==> src/rtl/fpu_mult_arb.sv <==
// Two-requester round-robin front end for a shared pipelined mantissa
// multiplier, tracking operands/tags alongside the product pipeline.
module fpu_mult_arb #(
  parameter int LAT = 3
) (
  input  logic        clock,
  input  logic        reset,
  input  logic        req0_valid,
  input  logic [31:0] req0_opa,
  input  logic [31:0] req0_opb,
  input  logic [4:0]  req0_tag,
  output logic        req0_ready,
  input  logic        req1_valid,
  input  logic [31:0] req1_opa,
  input  logic [31:0] req1_opb,
  input  logic [4:0]  req1_tag,
  output logic        req1_ready,
  output logic        mul_en,
  output logic [23:0] mul_a,
  output logic [23:0] mul_b,
  input  logic [47:0] mul_result,
  output logic        res_valid,
  output logic [31:0] res_opa,
  output logic [31:0] res_opb,
  output logic [47:0] res_product,
  output logic [4:0]  res_tag,
  output logic        res_src,
  input  logic        res_ready,
  output logic        busy
);

  logic [LAT-1:0] r_vld;
  logic [LAT-1:0] r_src;
  logic [31:0]    r_opa [LAT];
  logic [31:0]    r_opb [LAT];
  logic [4:0]     r_tag [LAT];
  logic           r_ptr;

  logic        w_stall;
  logic        w_g0;
  logic        w_g1;
  logic        w_gnt;
  logic [31:0] w_gopa;
  logic [31:0] w_gopb;
  logic [4:0]  w_gtag;

  assign w_stall = r_vld[LAT-1] & ~res_ready;
  assign mul_en  = ~w_stall;

  // Pointer only breaks ties; a lone requester always wins.
  always_comb begin
    w_g0 = 1'b0;
    w_g1 = 1'b0;
    if (!reset && !w_stall) begin
      if (req0_valid && req1_valid) begin
        w_g0 = ~r_ptr;
        w_g1 = r_ptr;
      end else begin
        w_g0 = req0_valid;
        w_g1 = req1_valid;
      end
    end
  end

  assign w_gnt  = w_g0 | w_g1;
  assign w_gopa = w_g1 ? req1_opa : req0_opa;
  assign w_gopb = w_g1 ? req1_opb : req0_opb;
  assign w_gtag = w_g1 ? req1_tag : req0_tag;

  assign mul_a = w_gnt ? {|w_gopa[30:23], w_gopa[22:0]} : 24'd0;
  assign mul_b = w_gnt ? {|w_gopb[30:23], w_gopb[22:0]} : 24'd0;

  assign req0_ready = w_g0;
  assign req1_ready = w_g1;

  always_ff @(posedge clock) begin
    if (reset) begin
      r_vld <= '0;
      r_ptr <= 1'b0;
    end else if (!w_stall) begin
      for (int i = LAT - 1; i > 0; i--) begin
        r_vld[i] <= r_vld[i-1];
      end
      r_vld[0] <= w_gnt;
      if (w_gnt) begin
        r_ptr <= w_g0;
      end
    end
  end

  always_ff @(posedge clock) begin
    if (!w_stall) begin
      for (int i = LAT - 1; i > 0; i--) begin
        r_opa[i] <= r_opa[i-1];
        r_opb[i] <= r_opb[i-1];
        r_tag[i] <= r_tag[i-1];
        r_src[i] <= r_src[i-1];
      end
      r_opa[0] <= w_gopa;
      r_opb[0] <= w_gopb;
      r_tag[0] <= w_gtag;
      r_src[0] <= w_g1;
    end
  end

  assign res_valid   = r_vld[LAT-1];
  assign res_opa     = r_opa[LAT-1];
  assign res_opb     = r_opb[LAT-1];
  assign res_tag     = r_tag[LAT-1];
  assign res_src     = r_src[LAT-1];
  assign res_product = mul_result;
  assign busy        = |r_vld;

endmodule

==> config.mk <==
export PLATFORM = sky130hd
export DESIGN_NAME = fpu_mult_arb
export DESIGN_NICKNAME = d
export VERILOG_FILES = /design/src/rtl/fpu_mult_arb.sv
export SDC_FILE = /design/constraint.sdc
export NUM_CORES = 1
export LEC_CHECK = 0
export BUFFER_PORTS_ARGS = -buffer_cell sky130_fd_sc_hd__buf_2
export CAP_MARGIN = 10
export CORE_UTILIZATION = 30
export CTS_CLUSTER_SIZE = 28
export DETAILED_ROUTE_END_ITERATION = 8
export HOLD_SLACK_MARGIN = 0.06
export PLACE_DENSITY = 0.52
export SYNTH_ARGS = -nofsm -noshare
export SYNTH_HDL_FRONTEND = slang
export SYNTH_SLANG_ARGS = --single-unit
==> constraint.sdc <==
create_clock -name clock -period 4 [get_ports clock]
set_input_delay 0.8 -clock clock [delete_from_list [all_inputs] [get_ports clock]]
set_output_delay 0.8 -clock clock [all_outputs]
set_load 0.03 [all_outputs]
After elaboration in Yosys (flattened, before gate mapping)
Memory sizes are Yosys's and may differ from the RTL's.
Index checks and enable logic that the tools add are counted.
{"block": "word_totals", "n_memories": 3, "mem_bits_rw": 207, "ff_bits": 7}
{"block": "classes", "bitwise": 5, "muxes": 10, "reduce_logical": 8}
{"name": "r_opa", "words": 3, "width": 32, "read_ports": 3, "rd_ports_with_merged_regs": 0, "wr": 3, "line_no": "34", "rtl": "logic [31:0] r_opa [LAT];"}
{"name": "r_opb", "words": 3, "width": 32, "read_ports": 3, "rd_ports_with_merged_regs": 0, "wr": 3, "line_no": "35", "rtl": "logic [31:0] r_opb [LAT];"}
{"name": "r_tag", "words": 3, "width": 5, "read_ports": 3, "rd_ports_with_merged_regs": 0, "wr": 3, "line_no": "36", "rtl": "logic [4:0] r_tag [LAT];"}
{"op": "$mux W32", "n": 2}
{"op": "$mux W24", "n": 2}
{"op": "$reduce_or A8 Y1", "n": 2}
{"op": "$mux W1", "n": 5}
{"op": "$mux W5", "n": 1}
{"op": "$not A1 Y1", "n": 3}
{"op": "$reduce_or A3 Y1", "n": 1}
{"op": "$logic_and A1 B1 Y1", "n": 2}
{"op": "$logic_not A1 Y1", "n": 2}
{"op": "$reduce_and A2 Y1", "n": 1}
{"op": "$and A1 B1 Y1", "n": 1}
{"op": "$or A1 B1 Y1", "n": 1}

Depth between registers and ports, before layout
Gate-level depths: netlist (run 1).
{"block": "logic_depth", "word_depth": 8, "ltp_mapped": 8, "depth_no_buf": 5}

Worst setup path after synthesis (run 1)
Ideal clock, no wire load.
{"block": "synth_path", "kind": "in2out", "startpoint": "input res_ready", "endpoint": "output mul_a[23]", "cell_stages": 8, "n_path_buf": 3, "t_arrival_ns": 3.316, "setup_slack_ns": -0.116, "cell_sequence": "nor2b_4 inv_6 nand4b_4 buf_6 buf_8 buf_6 and3_1 nor3_1"}
{"block": "synth_between", "elab_chain_cells": 8, "elab_cells_between_ends": 10, "cone_classes": "mux: 4; bitwise: 3; reduce/logical: 3"}
{"item": "from (decl)", "line_no": "28", "rtl": "input logic res_ready,"}
{"item": "$not A1 Y1 *", "line_no": "47", "rtl": "assign w_stall = r_vld[LAT-1] & ~res_ready;"}
{"item": "$and A1 B1 Y1 *", "line_no": "47"}
{"item": "$logic_not A1 Y1 *"}
{"item": "$logic_and A1 B1 Y1 *", "line_no": "54", "rtl": "if (!reset && !w_stall) begin"}
{"item": "$mux W1", "line_no": "54"}
{"item": "$mux W32", "line_no": "66", "rtl": "assign w_gopa = w_g1 ? req1_opa : req0_opa;"}
{"item": "$reduce_or A8 Y1", "line_no": "70", "rtl": "assign mul_a = w_gnt ? {|w_gopa[30:23], w_gopa[22:0]} : 24'd0;"}
{"item": "$mux W24 *", "line_no": "70"}
{"item": "to (decl)", "line_no": "19", "rtl": "output logic [23:0] mul_a,"}
Mark *: on every way between the ends. The rest lies on a longest branch, timed or not.

Worst setup path in the final report (run 1)
{"block": "layout_path", "startpoint": "input res_ready", "endpoint": "output mul_b[0]"}
{"block": "layout_between", "elab_chain_cells": 7, "elab_cells_between_ends": 9, "cone_classes": "mux: 4; bitwise: 3; reduce/logical: 2"}
{"item": "$not A1 Y1", "line_no": "47"}
{"item": "$and A1 B1 Y1", "line_no": "47"}
{"item": "$logic_not A1 Y1"}
{"item": "$logic_and A1 B1 Y1", "line_no": "54"}
{"item": "$mux W1", "line_no": "54"}
{"item": "$mux W32", "line_no": "67", "rtl": "assign w_gopb = w_g1 ? req1_opb : req0_opb;"}
{"item": "net w_gopb[0]", "line_no": "44", "rtl": "logic [31:0] w_gopb;"}
{"item": "$mux W24", "line_no": "71", "rtl": "assign mul_b = w_gnt ? {|w_gopb[30:23], w_gopb[22:0]} : 24'd0;"}
{"item": "to (decl)", "line_no": "20", "rtl": "output logic [23:0] mul_b,"}
The timed path passes the listed nets, and every way through them passes these cells.

==> summary.md, run 1 <==
The flow ran to the end, and the final reports show no timing, DRC or antenna violations. The area enclosed by the die boundary is 30100 um2, and the setup total negative slack is 0 ps. The clock passes through at most 3 buffers.

For the initial antenna violation count, the log shows 0. The overall global routing resource usage is 9.65%, and the number of warnings reported in the yosys synthesis log is 0. The count of antenna-violating nets left after detailed routing is 0. Buffers inserted to repair hold after CTS numbered 0. Post-detailed-route DRC marker count: 0.

The count of buffers added on input and output ports is 265. The critical path starts at res_ready. Worst hold-check path type: flop to flop. The via density per instance is 4.05, and the worst ir drop on vdd is 0.000227 V.

The worst hold path begins at r_opa[0][35]. For this run, the top clock speed supported by timing is 301 MHz. The combinational family with the most area after synthesis was buffers and inverters. In this run the worst path has a maximum fanout of 18. The sequential element share of the synthesized area was 72.5%. In the finished design, the share of the clock period the worst path needs comes to 82.9%. The share of synthesized cell area in and, or, nand and nor gates came out at 5.65%. The worst setup path is of the primary input to primary output kind. Across the run, the number of max-cap violations was 0. The tools report the number of endpoints with negative hold slack in the final report as 0. The most common library cell in the layout ignoring fill and taps is sky130_fd_sc_hd__buf_2. Summing every instance area after synthesis gives 8810 um2. The worst register-to-register path has a depth of 4.

The cell count after synthesis came out at 495. The post-synthesis share of cell area spent on full adders, half adders and majority gates is 0%, and the worst-case headroom to the max-slew limit is 35.8%. Across all register-to-register paths, the minimum setup slack is 1500 ps. In this run the static leakage power is 4.40 nW. TritonCTS built the clock tree. The sort of element at the start of the critical path is a primary input. The final-report setup violation count came out at 0. For this block, the routed nets add up to 15300 um of wire. The core outline area was 28800 um2. The tools report the number of I/O pins as 362. In the layout the commonest cells are 265 x sky130_fd_sc_hd__buf_2, 210 x sky130_fd_sc_hd__edfxtp_1, 39 x sky130_fd_sc_hd__mux2_2. DRC violation total after the first TritonRoute iteration: 196. For the max-slew violation count, the log shows 0. The number of setup buffers added after CTS is 0.

Detailed placement ended at an HPWL of 10300 um. The final route contains 4310 vias. The net count of the finished layout is 855. Yosys mapped the design onto 25 distinct sky130hd cell types.

After routing the design area is 10400 um2. The logs give 62 for the number of standard-cell rows in the floorplan and 5.32 mW for the overall power. After synthesis the netlist holds a flip-flop and latch count of 214. The worst path needs 3320 ps of the cycle, external delays included.

Worst setup path endpoint: mul_b[0]. The cell count after placement was 1022; the routability congestion estimate from global placement was 0.749. Across the routed clock network, the largest skew measured is 10.1 ps. Once layout is complete, the cells apart from fillers number 1064. The worst setup path is captured at a primary output.

From bottom edge to top edge, the die measures 173 um. Worst flop-to-flop path startpoint: r_vld[2]. For this run, the detailed router's first-pass iteration total came to 4. Setup repair after global routing left no endpoint under its margin. Clock-pin slew was measured on the worst setup and hold paths at 60 ps.

The number of antenna diodes in the final layout is 0. The share of layout cells above drive strength 1 is 55.7%. The tools report the clock latency reported for the late side of the worst-skew pair as 510 ps. Measured on the finished design, the core utilization comes to 36.2%.

At the worst endpoint, the arrival time is 2520 ps. The die span in x is 173 um, and the power density over cell area is 510 nW/um2. In the final routed layout, each cell accounts on average for 14.4 um. A synthesized cell averages 17.8 um2. The area overhead of the layout relative to synthesis works out to 18.3%.

The run gives 22900 um as the first-pass GRT wire length. The area share of xor/xnor cells in the synthesized design is 0%, and the number of instances resized during post-cts repair is 0. TritonCTS created 24 clock buffers.

After detailed placement, the total cell area comes to 9710 um2. The initial utilization of the core area, before any placement, comes to 30.6%. For the via count of the first global-routing pass, the log shows 4146. Level count of the clock H-tree: 1.

The clock net in this run drives a total of 214 sinks. The leftover overflow at the end of global routing was 0; the complex-gate fraction of the synthesized area was 0.227%. The critical path data required time was 3200 ps.

When the netlist entered floorplanning its net count stood at 686. In this run the critical register-to-register path is captured at r_opb[0][67]. After synthesis, the share of cell area in mux cells is 10.1%.

The clock root buffer was sky130_fd_sc_hd__clkbuf_16. For the pin with the worst max-slew slack, the measured transition is 963 ps. Entering global routing, the biggest net connects 139 pins.
==> worst min-delay path by stage <==
stage | cells past startpoint | slack [ps] | end
2_1_floorplan | 0 | 400 | r_opa[0][32]
3_3_place_gp | 0 | 400 | r_opa[0][69]
3_5_place_dp | 0 | 400 | r_opa[0][52]
4_1_cts | 0 | 410 | r_opa[0][67]
5_1_grt | 0 | 420 | r_opa[0][79]
6_report | 0 | 410 | r_opa[0][67]
==> registers in the layout, indices dropped and copies added (netlist names) <==
name,cells
r_opa,96
r_opb,96
r_tag,15
r_src,3
r_vld,3
r_ptr,1
==> metal layers <==
layer	global-route usage [%]	vias to the layer above	wire length, um
met5	0	-	0
met4	3.80	0	575
met3	4.21	48	1630
met2	14.3	217	6530
met1	12.4	2015	6610
li1	-	2030	-
==> cells by family (layout without fill, tap and decap cells) <==
| family | Yosys count | after routing |
|---|---|---|
| buf+inv | 132 | 317 |
| flops | 214 | 214 |
| compound gates | 4 | 4 |
| mux | 69 | 69 |
| simple gates | 76 | 76 |
==> where the power goes <==
| part | leakage (nW) | switching, mW | internal [mW] |
|---|---|---|---|
| clock network | 0.345 | 0.824 | 1.17 |
| logic | 1.80 | 0.375 | 0.215 |
| registers | 2.25 | 0.0456 | 2.70 |
==> critical path, cell delays in order <==
cell and delay [ps]:
sky130_fd_sc_hd__buf_2 110, sky130_fd_sc_hd__nor2b_4 230, sky130_fd_sc_hd__inv_8 50, sky130_fd_sc_hd__nand4b_4 310, sky130_fd_sc_hd__buf_4 360, sky130_fd_sc_hd__mux2_4 330
sky130_fd_sc_hd__nor2b_4 120, sky130_fd_sc_hd__buf_2 190
==> layout make-up <==
class                      count  area (um2)
clock buffer                  31         627
clock inverter                11        87.6
fill                        2740       18400
inverter                       2        15.0
multi-input combinational    149        1420
sequential                   214        6390
tap                          384         480
timing repair buffer         273        1410
==> cell usage after synthesis, drive strengths merged <==
cell	instances	share of area (%)
dfxtp	4	0.91
nor3	3	0.17
inv	2	0.14
and2b	7	0.60
and3	3	0.21
nand2b	1	0.071
nand4b	1	0.27
clkbuf	4	0.17
nor2	6	0.26
buf	126	11
or3	1	0.071
edfxtp	210	72
a21oi	3	0.17
o21ai	1	0.057
mux2	69	10
nor4	8	0.57
nor2b	40	3.2
nand2	6	0.26
==> through the flow <==
stage | worst slack, ps | hold WS (ps)
4_1_cts | 630 | 409
3_3_place_gp | 685 | 400
3_5_place_dp | 644 | 405
6_report | 682 | 413
5_1_grt | 537 | 417
2_1_floorplan | 132 | 400
Note: power is estimated with default switching activity, not from simulation.
==> inputs of run 2 (changes only) <==
Settings changed: ABC_AREA from default to 1.
Clock period 4 ns to 3.2 ns, I/O delays scaled along.
==> run 2 against run 1 <==
Synthesized cell count up 36%; first-iteration DRC count rose by 68%; flip-flop and latch count unchanged; sequential share of layout area fell by 1.0 points; total power rose by 32%; worst setup slack worse by 420 ps.
==> summary.md, run 2 <==
The logs give 362 (unchanged) for the number of I/O pins and 11600 um (+12%) for the post-detailed-placement half-perimeter wirelength. Cell with the most instances after synthesis: sky130_fd_sc_hd__edfxtp_1. The worst setup path is launched from a flop. The top fanout value on the critical path was 49 (+31); the via density per instance was 3.95 (-2.4%). The path class of the tightest hold or removal check is primary input to flop. The run gives 9820 um2 (+1.1%) as the post-place instance area. The largest registers in the layout are r_opa x96, r_opb x96, r_tag x15. For the area of all placed cells without fillers, the log shows 10600 um2 (+1.7%). Setup total negative slack: 0 ps (unchanged). The standby leakage power came out at 4.73 nW (+7.5%). Register clock-pin slew on the reported worst setup and hold paths: 50 ps (about the same).

Worst ir drop on vdd: 0.000295 V (+30%). The core outline area was 28900 um2 (+0.27%). The sink count of the clock tree was 214 (unchanged).

Final-stage net count: 1031 (+21%). The mapped cell area was 8860 um2 (+0.48%). The DRC violation total after the first TritonRoute iteration was 330 (+68%).

Among all flip-flop cells after synthesis, the most frequent one is sky130_fd_sc_hd__edfxtp_1. After layout, the worst path uses 91.7% of the clock period. For the post-detailed-route DRC marker count, the log shows 0 (unchanged). For the number of warnings reported in the yosys synthesis log, the log shows 0 (unchanged).

The number of synthesized register bits was 214 (unchanged); the number of buffers between clock root and the deepest sink was 3 (unchanged). The level count of the clock H-tree was 1 (unchanged). The tools report the share of the core filled with cells as 36.8% (+0.53 points). The run finished with clean final reports. The worst-case headroom to the max-slew limit is 47.5% (+12 points), and the number of inserted diodes is 0 (unchanged).

Initial core utilization: 30.7% (+0.065 points). The overall global routing resource usage was 10.8% (+1.1 points); the average wire per standard cell was 13.6 um (-5.4%). The sequential element share of the synthesized area was 72.1% (-0.35 points). The clock latency reported for the late side of the worst-skew pair was 500 ps (about the same).

Synthesized net count: 865 (+26%). STA classifies the critical path endpoint as a primary output. The logs give 24 (unchanged) for the TritonCTS buffer count and 30200 um2 (+0.48%) for the area enclosed by the die boundary. Subtracting the final worst setup slack from the clock period gives 2930 ps.

Number of detailed-routing iterations run before antenna repair: 4 (unchanged). The run gives 0 (unchanged) as the max-slew violation count. The number of enable flip-flop cells after synthesis is 210 (unchanged), and the count of placed standard cells in the final layout, fillers left out is 1240 (+17%).

The routability congestion estimate from global placement came out at 0.729 (-2.6%). Leaving out fill and tap cells, the most frequent cell in the layout is sky130_fd_sc_hd__buf_2. Derived from the worst setup path, the maximum achievable clock frequency is 341 MHz.

The cell count after placement is 1198 (+17%), and the critical path data required time is 2560 ps (-640 ps). The actual slew at the worst max-slew pin is 788 ps (-176 ps), and the leftover overflow at the end of global routing is 0 (unchanged). TritonCTS built the clock tree. The commonest cells after synthesis are 210 x sky130_fd_sc_hd__edfxtp_1, 118 x sky130_fd_sc_hd__buf_4, 85 x sky130_fd_sc_hd__inv_1. The quantity of I/O buffers inserted on ports is 265 (unchanged), and the final-report setup violation count is 0 (unchanged). The total wirelength of the detailed-routed design was 16900 um (+10%).

The category of the most critical setup path is flop to primary output. The tools report the worst clock skew as 11.8 ps (+1.69 ps). The tools report the clock root buffer as sky130_fd_sc_hd__clkbuf_16.

The buffer count from post-CTS setup fixing is 0 (unchanged), and the share of async-settable or async-resettable flops after synthesis is 0% (unchanged). The worst-case hold slack was 396 ps (-17.1 ps); the die span in x was 174 um (+0.24%). First-pass GRT wire length: 25500 um (+11%). The share of the synthesized area in the top cell type is 71.2% (-0.34 points), and the pin count of the biggest net entering global routing is 85 (-39%). The count of vias placed by the detailed router was 4900 (+14%); the synthesized area divided by synthesized cell count was 13.1 um2 (-26%). Leaving out fill and tap cells, the most frequent cells in the layout are 265 x sky130_fd_sc_hd__buf_2, 210 x sky130_fd_sc_hd__edfxtp_1, 84 x sky130_fd_sc_hd__inv_1. The share of layout cells above drive strength 1 was 38.3% (-17 points).

The area growth from synthesis to layout is 19.8%. The run gives 674 (+36%) as the cell count after synthesis. Count of antenna-violating nets left after detailed routing: 0 (unchanged). The top cell type by total area after synthesis was sky130_fd_sc_hd__edfxtp_1.

The number of standard-cell rows in the floorplan is 62 (unchanged). Setup repair after global routing left no endpoint under its margin. The initial antenna violation count is 0 (unchanged), and the via count of the first global-routing pass is 4735 (+14%). The run gives 0 (unchanged) as the number of endpoints with negative hold slack in the final report. The height of the chip came out at 174 um (+0.24%). For the post-cts hold buffer count, the log shows 0 (unchanged). The logs give 22 (-12%) for the unique cell type count in the Yosys netlist and 2290 ps (-230 ps) for the worst path arrival time. The power density over cell area is 660 nW/um2 (+29%), and the number of maximum-capacitance constraint violations is 0 (unchanged). The number of instances resized during post-cts repair was 0 (unchanged).

After synthesis, the cell types taking the most area are sky130_fd_sc_hd__edfxtp_1 71%, sky130_fd_sc_hd__buf_4 10%, sky130_fd_sc_hd__inv_1 3.6%.
## run 2: metal layers
| metal | vias to the layer above | wire (um) | global-route usage (%) |
|---|---|---|---|
| met4 | 0 | 472 | 3.84 |
| met1 | 2224 | 7680 | 14.1 |
| li1 | 2448 | - | - |
| met2 | 197 | 7610 | 17.0 |
| met5 | - | 0 | 0 |
| met3 | 31 | 1140 | 3.20 |
## run 2: path summary, 6_finish.rpt
kind	start	endpoint	slack, ps	cells after the start
worst max register to register	r_ptr	r_opa[0][1]	1340	8
worst min register to register	r_opa[0][10]	r_opa[0][42]	400	0
worst min-delay path	reset	r_vld[2]	400	2
worst max-delay path	r_ptr	mul_a[7]	270	9
## run 2: kinds of logic after synthesis
| family | count (synthesis) | share of synthesized area [%] |
|---|---|---|
| buffers and inverters | 224 | 14.8 |
| DFF | 214 | 72.1 |
| and+or+nand+nor | 181 | 9.71 |
| AOI/OAI and AO/OA | 55 | 3.42 |
## run 2: area by class of cell
type	count	area, um2
Sequential cell	214	6390
Multi-Input combinational cell	236	1170
Tap cell	384	480
Clock inverter	14	148
Fill cell	2857	18300
Inverter	88	334
Timing Repair Buffer	276	1450
Clock buffer	28	637
## run 2: critical path, cell delays in order, from the launching register on
cell	delay (ps)
sky130_fd_sc_hd__dfxtp_1	330
sky130_fd_sc_hd__inv_1	80
sky130_fd_sc_hd__a21oi_4	160
sky130_fd_sc_hd__nand2_4	160
sky130_fd_sc_hd__inv_2	90
sky130_fd_sc_hd__buf_4	320
sky130_fd_sc_hd__nor2_4	80
sky130_fd_sc_hd__buf_12	200
sky130_fd_sc_hd__nor2_1	140
sky130_fd_sc_hd__buf_2	210
## run 2: power by group
part           total [mW]  switching (mW)  leakage (nW)  internal (mW)
clock                2.69            1.03         0.368           1.65
combinational       0.841           0.590          2.13          0.251
sequential           3.47          0.0623          2.23           3.41
total                7.00            1.69          4.73           5.32
## run 2: metrics by stage
stage | worst slack, ps | power [mW]
after floorplan | -1240 | 4.30
after global placement | 391 | 4.38
after detailed placement | 346 | 4.39
after CTS | 201 | 7.13
after global routing | 76.1 | 7.30
final | 266 | 7.00
==> inputs of run 3 (changes only) <==
--- a/config.mk
+++ b/config.mk
@@ -10,2 +10,3 @@
 export CAP_MARGIN = 10
+export CORE_MARGIN = 2
 export CORE_UTILIZATION = 30
--- a/constraint.sdc
+++ b/constraint.sdc
@@ -3,2 +3,2 @@
 set_output_delay 0.64 -clock clock [all_outputs]
-set_load 0.03 [all_outputs]
+set_load 0.02 [all_outputs]
==> run 3 against run 2 <==
Sequential power is essentially flat; die area grew 2.3%; via count grew 1.8%; clock skew grew 1.2 ps; global-route usage shrank 0.27 points; wire length grew 0.46%; flip-flop and latch count is the same.
==> summary.md, run 3 (synthesis results as in run 2) <==
TritonCTS buffer count: 24 (unchanged). Worst min-delay path endpoint: r_vld[2]. The final critical-path required period is 2820 ps (-110 ps), and the register clock-pin slew on the reported worst setup and hold paths is 60 ps (about the same).

The largest registers in the layout are r_opa x96, r_opb x96, r_tag x15. The run gives 6.77 mW (-3.3%) as the overall power. The quantity of I/O buffers inserted on ports was 265 (unchanged); the initial antenna violation count was 1 (+1). The worst path arrival time was 2180 ps (-110 ps). In this run the critical register-to-register path is captured at r_opb[0][68]. The pin count of the biggest net entering global routing was 134 (+58%); the top fanout value on the critical path was 31 (-37%). The actual slew at the worst max-slew pin is 849 ps (+61.0 ps).

Setup repair after global routing left no endpoint under its margin. The tools report the post-cts hold buffer count as 0 (unchanged). The logs give 0 (unchanged) for the leftover overflow at the end of global routing and 13.0 ps (+1.23 ps) for the worst clock skew.

The tools report the critical path data required time as 2560 ps (about the same). The sort of element at the start of the critical path is a flop. The worst stage delay on the critical path works out to 320 ps (about the same).

The critical path's top delay family was buffers and inverters. The count of cells along the worst register-to-register path came out at 4 (-4). The worst ir drop on vdd is 0.000278 V (-5.9%). For the number of detailed-routing iterations run before antenna repair, the log shows 4 (unchanged). Final-report setup violation count: 0 (unchanged).

The clock latency reported for the late side of the worst-skew pair is 510 ps (about the same). The count of antenna-violating nets left after detailed routing was 0 (unchanged); the die span in x was 176 um (+1.2%). The run gives 214 (unchanged) as the sink count of the clock tree. The worst flop-to-flop path startpoint is r_vld[2]. The category of the most critical setup path is flop to primary output. The post-detailed-placement half-perimeter wirelength is 11400 um (-1.4%), and the number of stages on the worst hold path is 2 (unchanged). The clock root buffer was sky130_fd_sc_hd__clkbuf_16. For the switching power, the log shows 1.58 mW (-6.6%). Final worst-path setup slack: 377 ps (+110 ps).

The logs give 0 (unchanged) for the buffer count from post-CTS setup fixing and 25700 um (+0.73%) for the first-pass GRT wire length. Leaving out fill and tap cells, the most frequent cells in the layout are 265 x sky130_fd_sc_hd__buf_2, 210 x sky130_fd_sc_hd__edfxtp_1, 84 x sky130_fd_sc_hd__inv_1. For the proportion of power drawn by flip-flops and latches, the log shows 51.4% (+1.8 points).

The level count of the clock H-tree was 1 (unchanged). The tools report the via count of the first global-routing pass as 4833 (+2.1%). The number of endpoints with negative hold slack in the final report came out at 0 (unchanged). The routability congestion estimate from global placement came out at 0.767 (+5.1%). The number of buffers between clock root and the deepest sink was 3 (unchanged). The slowest stage cell on the critical path is sky130_fd_sc_hd__dfxtp_1. The worst slack at placement is 470 ps (+124 ps), and the logic depth of the worst setup path including buffers is 9 (unchanged). The logs give 62 (unchanged) for the number of standard-cell rows in the floorplan and 4990 (+1.8%) for the count of vias placed by the detailed router. The DRC violation total after the first TritonRoute iteration was 296 (-10%).

The final-stage net count came out at 1032 (+0.097%). The standby leakage power was 4.73 nW (about the same). The internal power consumption was 5.20 mW (-2.3%).

For the clock power share, the log shows 37.9% (-0.5 points). The flow ran to the end, and the final reports show no timing, DRC or antenna violations. The logs give 0 (unchanged) for the number of instances resized during post-cts repair and 0 (unchanged) for the number of inserted diodes.

TritonCTS built the clock tree. The via density per instance is 4.03 (+2.0%), and the achievable frequency is 354 MHz (+3.9%). For the combinational power share, the log shows 10.7% (-1.3 points). The run gives 10.5% (-0.27 points) as the overall global routing resource usage.

The tools report the worst-case headroom to the max-slew limit as 43.4% (-4.1 points). The area enclosed by the die boundary was 30900 um2 (+2.3%). For the post-detailed-route DRC marker count, the log shows 0 (unchanged). The library cell used most frequently in the layout, excluding fill and tap cells, is sky130_fd_sc_hd__buf_2. For the max-slew violation count, the log shows 0 (unchanged). The setup slack of the most critical reg-to-reg path was 1480 ps (+140 ps). The initial core utilization was 30.7% (unchanged). The worst setup path is captured at a primary output. The area growth from synthesis to layout is 19.6%.

Average wire per standard cell: 13.7 um (+0.62%). The power density over cell area was 640 nW/um2 (-3.1%). The core outline area is 28900 um2 (unchanged), and the height of the chip is 176 um (+1.2%). The tools report the number of maximum-capacitance constraint violations as 0 (unchanged). The tools report the worst hold path startpoint as reset. The share of layout cells above drive strength 1 was 38.2% (-0.14 points); the total wirelength of the detailed-routed design was 17000 um (+0.46%). Walking the worst path, the cells encountered are inv_1 -> a21oi_4 -> nand2_4 -> inv_2 -> buf_12 -> or2_1 -> o21ai_1 -> nor2_1 -> buf_2. Worst hold-check path type: primary input to flop. The buffering stage count on the worst path with inverters included was 4 (-1); the number of I/O pins was 362 (unchanged). The switching share of total power was 23.3% (-0.81 points).

The ratio of final minimum period to clock period came out at 88.2% (-3.4 points).
-- run 3: cell types whose count changed in the layout (fill, tap and decap cells not counted), sizes merged --
cell / delta
clkbuf: +1
clkinvlp: -3
buf: +1
bufinv: -1
-- run 3: how the worst max path moves through the flow --
stage / from / to
after floorplan: res_ready / r_opa[0][0]
after global placement: res_ready / mul_b[10]
after detailed placement: res_ready / mul_b[10]
after CTS: r_ptr / mul_a[21]
after global routing: r_ptr / mul_b[10]
final: r_ptr / mul_b[10]
-- run 3: worst reg2reg max path: stages (launching register included) --
cell	delay (ps)
sky130_fd_sc_hd__dfxtp_2	380
sky130_fd_sc_hd__inv_1	80
sky130_fd_sc_hd__nor2_4	180
sky130_fd_sc_hd__clkinvlp_4	180
sky130_fd_sc_hd__buf_12	220
-- run 3: layer usage --
layer / up-vias / share of wire (%) / global-route usage (%)
li1: 2446 / - / -
met1: 2304 / 45 / 14.1
met2: 211 / 45 / 16.2
met3: 27 / 8.1 / 3.35
met4: 2 / 1.8 / 3.34
met5: - / 0.094 / 0
-- run 3: power by group through the flow --
stage          registers [mW]  clock network [mW]  logic, mW
6_report                 3.48                2.57      0.726
4_1_cts                  3.48                2.69      0.744
3_5_place_dp             3.54                   0      0.741
2_1_floorplan            3.52                   0      0.636
3_3_place_gp             3.53                   0      0.737
5_1_grt                  3.51                2.80      0.797
-- run 3: area by class of cell --
cell class	count	area, um2
Inverter	88	334
Multi-Input combinational cell	236	1170
Timing Repair Buffer	277	1480
Sequential cell	214	6390
Tap cell	384	480
Clock inverter	10	113
Fill cell	2860	18300
Clock buffer	29	619
-- run 3: per-stage QoR --
step | instance area (um2) | hold slack [ps] | setup TNS, ps | std cells | utilization (%)
floorplan | 8870 | 400 | -250940 | 674 | -
global placement | 9860 | 400 | 0 | 1199 | 34.2
detailed placement | 9860 | 405 | 0 | 1199 | 34.2
CTS | 10600 | 338 | 0 | 1238 | 36.7
global route | 10600 | 340 | 0 | 1238 | 36.7
finish | 10600 | 381 | 0 | 1238 | 36.7
